<file path="config.mk">
export PLATFORM = sky130hd
export DESIGN_NAME = alu
export DESIGN_NICKNAME = d
export VERILOG_FILES = /design/src/rtl/alu_pkg.sv /design/src/rtl/alu_addsub.sv /design/src/rtl/alu.sv
export SDC_FILE = /design/constraint.sdc
export NUM_CORES = 1
export LEC_CHECK = 0
export ABC_AREA = 0
export CORE_UTILIZATION = 32
export DETAILED_ROUTE_END_ITERATION = 10
export SLEW_MARGIN = 20
export SYNTH_ARGS = -nofsm -noshare
export SYNTH_HDL_FRONTEND = slang
export SYNTH_HIERARCHICAL = 1
export SYNTH_SLANG_ARGS = --single-unit
</file>
<file path="constraint.sdc">
create_clock -name clk -period 0.8 [get_ports clk]
set_input_delay 0.16 -clock clk [delete_from_list [all_inputs] [get_ports clk]]
set_output_delay 0.16 -clock clk [all_outputs]
set_load 0.02 [all_outputs]
</file>
<file path="src/rtl/alu_pkg.sv">
// rtl/alu_pkg.sv - ALU operation encodings and default operand width
package alu_pkg;

  localparam int ALU_WIDTH = 32;

  localparam logic [2:0] OP_AND = 3'b000;
  localparam logic [2:0] OP_OR  = 3'b001;
  localparam logic [2:0] OP_ADD = 3'b010;
  localparam logic [2:0] OP_XOR = 3'b011;
  localparam logic [2:0] OP_NOR = 3'b100;
  localparam logic [2:0] OP_SRL = 3'b101;
  localparam logic [2:0] OP_SUB = 3'b110;
  localparam logic [2:0] OP_SLT = 3'b111;

endpackage

</file>
<file path="src/rtl/alu_addsub.sv">
// rtl/alu_addsub.sv - shared adder for ADD/SUB/SLT with carry out and signed overflow
module alu_addsub #(
  parameter int WIDTH = 32
) (
  input  logic [WIDTH-1:0] a,
  input  logic [WIDTH-1:0] b,
  input  logic             sub,
  output logic [WIDTH-1:0] sum,
  output logic             co,
  output logic             ovf
);

  logic [WIDTH-1:0] b_eff;
  logic [WIDTH:0]   total;

  always_comb begin
    b_eff = sub ? ~b : b;
    total = {1'b0, a} + {1'b0, b_eff} + {{WIDTH{1'b0}}, sub};
    sum   = total[WIDTH-1:0];
    co    = total[WIDTH];
    // Operands of the effective addition share a sign that the sum does not.
    ovf   = (a[WIDTH-1] == b_eff[WIDTH-1]) && (sum[WIDTH-1] != a[WIDTH-1]);
  end

endmodule

</file>
<file path="src/rtl/alu.sv">
// rtl/alu.sv - registered 32-bit ALU with carry/zero/overflow flags
// Optional sticky overflow output and clear input under ALU_STICKY_OVF_EN.
module alu
  import alu_pkg::*;
#(
  parameter int WIDTH = ALU_WIDTH
) (
  input  logic             clk,
  input  logic             rst_n,
  input  logic             in_valid,
  input  logic [WIDTH-1:0] A,
  input  logic [WIDTH-1:0] B,
  input  logic [2:0]       ALU_Ctr,
`ifdef ALU_STICKY_OVF_EN
  input  logic             ovf_clr,
  output logic             ovf_sticky,
`endif
  output logic             out_valid,
  output logic [WIDTH-1:0] res,
  output logic             Co,
  output logic             zero,
  output logic             overflow
);

  logic [WIDTH-1:0] as_sum;
  logic             as_co;
  logic             as_ovf;
  logic             as_sub;

  logic [WIDTH-1:0] res_next;
  logic             co_next;
  logic             ovf_next;

  logic             out_valid_d, out_valid_q;
  logic [WIDTH-1:0] res_d, res_q;
  logic             co_d, co_q;
  logic             zero_d, zero_q;
  logic             ovf_d, ovf_q;

  assign as_sub = (ALU_Ctr == OP_SUB) || (ALU_Ctr == OP_SLT);

  alu_addsub #(.WIDTH(WIDTH)) u_addsub (
    .a   (A),
    .b   (B),
    .sub (as_sub),
    .sum (as_sum),
    .co  (as_co),
    .ovf (as_ovf)
  );

  always_comb begin
    res_next = '0;
    co_next  = 1'b0;
    ovf_next = 1'b0;
    case (ALU_Ctr)
      OP_AND: res_next = A & B;
      OP_OR:  res_next = A | B;
      OP_ADD: begin
        res_next = as_sum;
        co_next  = as_co;
        ovf_next = as_ovf;
      end
      OP_XOR: res_next = A ^ B;
      OP_NOR: res_next = ~(A | B);
      OP_SRL: res_next = A >> B[4:0];
      OP_SUB: begin
        res_next = as_sum;
        co_next  = as_co;
        ovf_next = as_ovf;
      end
      // Sign of the difference corrected by overflow gives the true signed less-than.
      OP_SLT: res_next = {{(WIDTH-1){1'b0}}, as_sum[WIDTH-1] ^ as_ovf};
      default: res_next = '0;
    endcase
  end

  always_comb begin
    out_valid_d = in_valid;
    res_d       = res_q;
    co_d        = co_q;
    zero_d      = zero_q;
    ovf_d       = ovf_q;
    if (in_valid) begin
      res_d  = res_next;
      co_d   = co_next;
      zero_d = (res_next == '0);
      ovf_d  = ovf_next;
    end
  end

  always_ff @(posedge clk or negedge rst_n) begin
    if (!rst_n) begin
      out_valid_q <= 1'b0;
      res_q       <= '0;
      co_q        <= 1'b0;
      zero_q      <= 1'b1;
      ovf_q       <= 1'b0;
    end else begin
      out_valid_q <= out_valid_d;
      res_q       <= res_d;
      co_q        <= co_d;
      zero_q      <= zero_d;
      ovf_q       <= ovf_d;
    end
  end

  assign out_valid = out_valid_q;
  assign res       = res_q;
  assign Co        = co_q;
  assign zero      = zero_q;
  assign overflow  = ovf_q;

`ifdef ALU_STICKY_OVF_EN
  logic ovf_sticky_d, ovf_sticky_q;

  // Set in the same cycle the overflowing result becomes visible; clear has priority.
  always_comb begin
    ovf_sticky_d = ovf_sticky_q | (in_valid & ovf_next);
    if (ovf_clr) ovf_sticky_d = 1'b0;
  end

  always_ff @(posedge clk or negedge rst_n) begin
    if (!rst_n) ovf_sticky_q <= 1'b0;
    else        ovf_sticky_q <= ovf_sticky_d;
  end

  assign ovf_sticky = ovf_sticky_q;
`endif

endmodule

</file>
==> run summary, run 1 <==
======================================================================================
Nets ....................................................................         1483
Number of levels the H-tree was split into ..............................            2
Most area-consuming cells after synthesis ............................... sky130_fd_sc_hd__ha_1, sky130_fd_sc_hd__dfrtp_1, sky130_fd_sc_hd__mux4_2, sky130_fd_sc_hd__mux2_2, sky130_fd_sc_hd__xor2_1
Most used standard cell by instance count after synthesis ............... sky130_fd_sc_hd__ha_1
Clock latency of the later-clocked register in the worst-skew pair ......      0.28 ns
Worst supply voltage drop on vdd ........................................      1.26 mV
Net switching power .....................................................      6.57 mW
Number of enable-type register cells in the synthesized netlist .........            0
Final antenna-violating net count .......................................            0
Starting utilization of the core area ...................................        0.327
Kind of start point of the critical path ................................ primary input
Switching Fraction ......................................................        0.408
Std-Cell Core Area ......................................................   23500 um^2
PnR Total Power .........................................................      16.1 mW
Final RePlAce weighted congestion .......................................        0.938
Setup repair after global routing missed its margin .....................          yes
Relative slew slack .....................................................        0.550
Unique cell type count in the Yosys netlist .............................           79
Final-report hold violation count .......................................            0
Via count of the first global-routing pass ..............................         8995
Number of cell rows .....................................................           56
Slew at the pin closest to its max-slew limit ...........................     0.672 ns
DRC .....................................................................            0
Routed vias .............................................................         8969
Filler cell count in the final layout ...................................         2121
Antenna violations before repair ........................................            1
GRT Residual Overflow ...................................................            0
Clock share of power ....................................................        0.127
Total nets after synthesis ..............................................         1093
Synth-to-Final Area Change ..............................................        66.3%
Share of synthesized flip-flops with an asynchronous set or reset .......         1.00
Cell-internal power .....................................................      9.51 mW
Share of layout cells above drive strength 1 ............................        0.480
Type of the setup path with the least slack .............................    in -> reg
Most used flip-flop cell after synthesis ................................ sky130_fd_sc_hd__dfrtp_1
Area share of the largest cell type after synthesis .....................        0.155
Shortest period the worst path allows ...................................      3.91 ns
Total of flip-flops plus latches after synthesis ........................           36
Yosys Warn Count ........................................................            6
Cell count after synthesis ..............................................          927
Setup WS post-layout ....................................................     -3.11 ns
Clock slew at the register clock pins of the worst setup and hold paths .      0.05 ns
DRT Pass-1 Iters ........................................................            5
Run status .............................................................. complete, but fails checks
Number of port buffers ..................................................          105
Maximum clock insertion buffer count ....................................            2
Post-Route WL ...........................................................     32300 um
Arrival time of the worst setup path ....................................      4.10 ns
Vias/cell ...............................................................         5.48
Crit Path Max Fanout ....................................................            8
Syn Area/Cell ...........................................................    8.28 um^2
Share of the clock period used by the worst path after layout ...........         4.89
Max-cap violation count .................................................            0
Failing checks .......................................................... setup timing
Estimated wirelength of the detail-placed design ........................     24600 um
Critical path endpoint category .........................................     register
Number of CTS-inserted buffers ..........................................            5
Total Die Area ..........................................................   24600 um^2
Wirelength per Cell .....................................................      19.7 um
Part of the total power dissipated in sequential elements ...............        0.147
Logic pwr share .........................................................        0.725
Class of the most critical hold timing path .............................  in -> async
Overall die width .......................................................       157 um
Most frequent cells after synthesis ..................................... sky130_fd_sc_hd__ha_1, sky130_fd_sc_hd__inv_1, sky130_fd_sc_hd__nor2_1, sky130_fd_sc_hd__a21oi_1, sky130_fd_sc_hd__nand2_1
Seq/Total Area, Yosys ...................................................        0.117
Hold Slack ..............................................................     0.314 ns
Synth area leader ....................................................... sky130_fd_sc_hd__ha_1
Number of pins with negative max-slew slack in the final report .........            0
CTS tree ................................................................        built
Maximum clock skew at final layout ......................................         0 ns
Maximum number of pins on one net before global-route repair ............           56
P_leak ..................................................................      5.95 nW
First-pass GRT wire length ..............................................     49000 um
First DRT Iteration DRCs ................................................          577
Clock sink count ........................................................           36
Post-synthesis cell area ................................................    7680 um^2
Die height ..............................................................       157 um
Power per Cell Area ..................................................... 1260 nW/um^2
Final setup violating endpoints .........................................           71
# IOs ...................................................................          106
WP data required ........................................................      0.99 ns
Root Buffer ............................................................. sky130_fd_sc_hd__clkbuf_16
Global Route Usage Sum ..................................................        0.258
Achievable Freq .........................................................      256 MHz
======================================================================================
==> worst max-delay path: stages <==
cell,delay [ns]
sky130_fd_sc_hd__buf_6,0.09
sky130_fd_sc_hd__and2_4,0.19
sky130_fd_sc_hd__buf_12,0.17
sky130_fd_sc_hd__xor2_1,0.15
sky130_fd_sc_hd__ha_1,0.35
sky130_fd_sc_hd__buf_6,0.12
sky130_fd_sc_hd__nand2_2,0.05
sky130_fd_sc_hd__or3_1,0.36
sky130_fd_sc_hd__a21o_1,0.22
sky130_fd_sc_hd__a21oi_4,0.24
sky130_fd_sc_hd__a211o_1,0.24
sky130_fd_sc_hd__nand4_1,0.14
sky130_fd_sc_hd__a41o_1,0.25
sky130_fd_sc_hd__nand2b_1,0.10
sky130_fd_sc_hd__a21oi_2,0.06
sky130_fd_sc_hd__o32a_1,0.30
sky130_fd_sc_hd__or3_1,0.34
sky130_fd_sc_hd__nor4_2,0.16
sky130_fd_sc_hd__nand4_1,0.18
sky130_fd_sc_hd__o41ai_2,0.22
==> cell usage in the layout (no fill, tap or decap), types with 26 or more instances in the layout <==
cell type	n
sky130_fd_sc_hd__a21oi_1	27
sky130_fd_sc_hd__xor2_1	36
sky130_fd_sc_hd__ha_1	86
sky130_fd_sc_hd__inv_1	77
sky130_fd_sc_hd__dfrtp_1	35
sky130_fd_sc_hd__mux2i_1	34
sky130_fd_sc_hd__nand2_1	44
sky130_fd_sc_hd__clkdlybuf4s50_1	50
sky130_fd_sc_hd__mux4_2	31
sky130_fd_sc_hd__buf_4	306
sky130_fd_sc_hd__mux2_2	34
sky130_fd_sc_hd__a21oi_2	26
sky130_fd_sc_hd__buf_6	62
sky130_fd_sc_hd__nor2_1	69
==> per-layer routing <==
layer  part of all wire  track usage
met4              0.032       0.0882
met3              0.061       0.0336
met2               0.50        0.453
met5                  0            0
met1               0.40        0.322
==> sequential cells by signal, summed over array words and instances, names as in the netlist <==
register   cells
res           32
out_valid      1
overflow       1
zero           1
Co             1
==> cells by family after synthesis <==
family | synth area share
adder cells (fa/ha/maj) | 0.157
XOR/XNOR | 0.0673
AND/OR/NAND/NOR | 0.141
buffers and inverters | 0.0771
flip-flops | 0.117
AO/OA/AOI/OAI | 0.242
multiplexers | 0.198
==> worst paths after layout <==
| check | startpoint | end | slack [ns] | cells after the start |
|---|---|---|---|---|
| max in group asynchronous | rst_n | res[26] | 0.11 | 3 |
| worst max register to register | res[25] | res[25] | -0.12 | 2 |
| worst min-delay path | rst_n | res[6] | 0.31 | 2 |
| min in group clk | zero | zero | 0.51 | 2 |
| worst max-delay path | ALU_Ctr[1] | zero | -3.11 | 20 |
| worst min register to register | zero | zero | 0.51 | 2 |
==> stage by stage <==
step	area [um^2]	setup WS, ns	util	std cells	setup TNS (ns)
finish	12800	-3.11	0.544	1637	-86.53
global placement	11200	-3.99	0.476	1577	-117.07
floorplan	7880	-3.57	-	927	-89.67
CTS	12100	-3.08	0.515	1613	-85.36
detailed placement	11200	-4.09	0.476	1577	-119.49
global route	12800	-3.24	0.544	1636	-90.77
==> final cells by class <==
cell class                 instances  area [um^2]  area share
timing repair buffer             445         3850       0.301
clock buffer                       7          153      0.0120
antenna                            1         2.50    0.000196
inverter                          81          304      0.0238
sequential                        36          902      0.0706
tap                              319          399      0.0313
multi-input combinational        748         7160       0.561
==> power groups by stage <==
stage | Combinational [mW] | Clock (mW) | Sequential (mW)
2_1_floorplan | 4.59 | 0 | 2.69
3_3_place_gp | 9.46 | 0 | 2.34
3_5_place_dp | 9.54 | 0 | 2.33
4_1_cts | 10.6 | 2.07 | 2.36
5_1_grt | 12.4 | 2.14 | 2.41
6_report | 11.7 | 2.05 | 2.37
==> timing repair <==
item | 4_1_cts | 5_1_grt
gates cloned | 1 | 0
pin swaps | 59 | 75
setup buffers | 31 | 29
hold buffers | 1 | 0
hold endpoints to repair | 10 | 0
setup endpoints to repair | 72 | 72
resized for setup | 338 | 106
Power figures use the tool's default switching activity.
==> inputs of run 2 (changes only) <==
TNS_END_PERCENT = 10   (was unset)
==> run 2 against run 1 <==
Compared with the run above: the run still ends with setup timing left; critical path depth rose by 1; combinational power fell by 10%; die area did not move; hold slack got worse by 0.054 ns; count of clock-buffer cells in the layout fell by 1; register-to-register slack improved by 0.14 ns; non-clock buffer count fell by 27; design area fell by 5.2%; utilization fell by 2.9 points; clock power rose by 5%.
==> run summary, run 2 (same netlist as run 1, synthesis figures left out) <==
======================================================================================
Std-Cell Core Area ......................................................   23500 um^2
Failing checks .......................................................... setup timing
Max-cap violation count .................................................            0
First-pass GRT wire length ..............................................     48200 um
Clock slew at the register clock pins of the worst setup and hold paths .      0.06 ns
Cell type of the slowest stage on the worst timing path ................. sky130_fd_sc_hd__or4b_1
DRC .....................................................................            0
DRT Pass-1 Iters ........................................................            4
# IOs ...................................................................          106
Sequential Area .........................................................     902 um^2
Clock sink count ........................................................           36
Longest individual stage delay on the worst path ........................      0.48 ns
Setup TNS Final .........................................................    -89.63 ns
Setup repair after global routing missed its margin .....................          yes
Final setup violating endpoints .........................................           71
Flip-flop count of the largest register after layout ....................           32
Shortest period the worst path allows ...................................      4.03 ns
Routed vias .............................................................         8871
Arrival time of the worst setup path ....................................      4.21 ns
WP data required ........................................................      0.98 ns
Slew at the pin closest to its max-slew limit ...........................     0.865 ns
Part of the total power dissipated in sequential elements ...............        0.153
Maximum clock skew at final layout ......................................         0 ns
Overall die width .......................................................       157 um
ANT cells ...............................................................            0
Run status .............................................................. complete, but fails checks
Final Cell Area .........................................................   12100 um^2
Final antenna-violating net count .......................................            0
Clock latency of the later-clocked register in the worst-skew pair ......      0.27 ns
Maximum clock insertion buffer count ....................................            2
Post-Route WL ...........................................................     31400 um
First DRT Iteration DRCs ................................................          654
Net switching power .....................................................      6.16 mW
Number of port buffers ..................................................          105
Achievable Freq .........................................................      248 MHz
Synth-to-Final Area Change ..............................................        57.6%
Die height ..............................................................       157 um
Type of the setup path with the least slack .............................    in -> reg
Filler cell count in the final layout ...................................         2199
Area used by multi-input combinational logic ............................    6880 um^2
Class of the most critical hold timing path .............................  in -> async
GRT Residual Overflow ...................................................            0
PnR Total Power .........................................................      15.0 mW
Vias/cell ...............................................................         5.51
Most common cell after layout, fill and taps aside ...................... sky130_fd_sc_hd__buf_4
Final RePlAce weighted congestion .......................................        0.954
Critical path endpoint category .........................................     register
Number of cell rows .....................................................           56
Relative slew slack .....................................................        0.421
Nets ....................................................................         1456
Worst setup slack before clock tree synthesis ...........................     -3.99 ns
Share of layout cells above drive strength 1 ............................        0.431
Wirelength per Cell .....................................................      19.5 um
Share of the clock period used by the worst path after layout ...........         5.04
Root Buffer ............................................................. sky130_fd_sc_hd__clkbuf_16
Highest-count cells in the layout ignoring fill and taps ................ sky130_fd_sc_hd__buf_4, sky130_fd_sc_hd__ha_1, sky130_fd_sc_hd__inv_1
Post-Place Cell Area ....................................................   11000 um^2
Number of levels the H-tree was split into ..............................            2
Number of CTS-inserted buffers ..........................................            5
Antenna violations before repair ........................................            0
Clock share of power ....................................................        0.144
Final-report hold violation count .......................................            0
Power per Cell Area ..................................................... 1240 nW/um^2
Logic pwr share .........................................................        0.702
Cell-internal power .....................................................      8.83 mW
Switching Fraction ......................................................        0.411
Final design utilization ................................................        0.516
Via count of the first global-routing pass ..............................         8980
Estimated wirelength of the detail-placed design ........................     24100 um
Worst supply voltage drop on vdd ........................................     0.933 mV
Global Route Usage Sum ..................................................        0.252
Maximum number of pins on one net before global-route repair ............           56
CTS tree ................................................................        built
Setup WS post-layout ....................................................     -3.23 ns
Total Die Area ..........................................................   24600 um^2
Starting utilization of the core area ...................................        0.327
Kind of start point of the critical path ................................ primary input
Worst path cell trace ................................................... buf_6, and2_4, buf_6, buf_16, xor2_1, ha_2, buf_4, o211ai_1, nor3_2, a21oi_2, o21ai_4, a21oi_4, or3b_1, nand3_2, xnor2_2, o22ai_2, a211oi_2, o211ai_1, o21ai_1, or4b_1, o41ai_2
P_leak ..................................................................      5.65 nW
Number of pins with negative max-slew slack in the final report .........            0
Crit Path Max Fanout ....................................................            5
======================================================================================
-- run 2: cell types whose count changed in the layout (fill, tap and decap cells not counted), moves of 6 or more --
cell	before	now
sky130_fd_sc_hd__buf_6	62	26
sky130_fd_sc_hd__buf_2	3	31
sky130_fd_sc_hd__buf_4	306	286
sky130_fd_sc_hd__a21oi_1	27	38
sky130_fd_sc_hd__a21oi_2	26	15
sky130_fd_sc_hd__a221oi_1	7	15
sky130_fd_sc_hd__a221oi_2	16	8
sky130_fd_sc_hd__clkdlybuf4s50_1	50	58
sky130_fd_sc_hd__o21ai_2	16	8
sky130_fd_sc_hd__mux2_2	34	40
sky130_fd_sc_hd__mux2_4	7	1
-- run 2: final timing paths --
path	start	to	slack (ns)	depth (start not counted)
setup / recovery	ALU_Ctr[2]	zero	-3.23	21
setup reg to reg	res[25]	res[25]	0.02	1
min in group clk	res[29]	res[29]	0.50	1
hold / removal	rst_n	res[6]	0.26	2
max in group asynchronous	rst_n	res[13]	0.18	3
hold reg to reg	res[29]	res[29]	0.50	1
-- run 2: per-stage QoR --
step,hold WS (ns),std cells
6_report,0.260,1610
5_1_grt,0.284,1610
4_1_cts,0.261,1612
3_5_place_dp,0.0157,1574
3_3_place_gp,0.0150,1574
2_1_floorplan,-0.136,927
-- run 2: final cells by class --
class,instances,area share
multi-input combinational,748,0.568
timing repair buffer,418,0.286
sequential,36,0.0745
tap,319,0.0330
inverter,81,0.0251
clock buffer,6,0.0106
clock inverter,2,0.00289
-- run 2: timing repair --
item	CTS	global route
hold buffers	1	0
pin swaps	64	46
buffers inserted	26	11
hold endpoints to repair	36	0
resized for setup	277	68
gates cloned	3	0
setup endpoints to repair	72	71
-- run 2: critical path, delay by kind of cell --
kind	cells	cell delay [ns]
compound gates	9	1.37
xor+xnor	2	0.31
fa+ha+maj	1	0.35
buf+inv	4	0.49
simple gates	5	1.50
-- run 2: routing by layer --
layer | GRT usage | part of all wire
met5 | 0 | 0
met4 | 0.0710 | 0.030
met3 | 0.0262 | 0.058
met2 | 0.450 | 0.49
met1 | 0.318 | 0.42
-- run 2: power by group through the flow --
stage / Clock, mW / Combinational [mW] / Sequential [mW]
floorplan: 0 / 4.41 / 2.69
global placement: 0 / 9.14 / 2.34
detailed placement: 0 / 9.23 / 2.33
CTS: 2.20 / 9.96 / 2.29
global route: 2.28 / 11.2 / 2.34
finish: 2.16 / 10.5 / 2.30
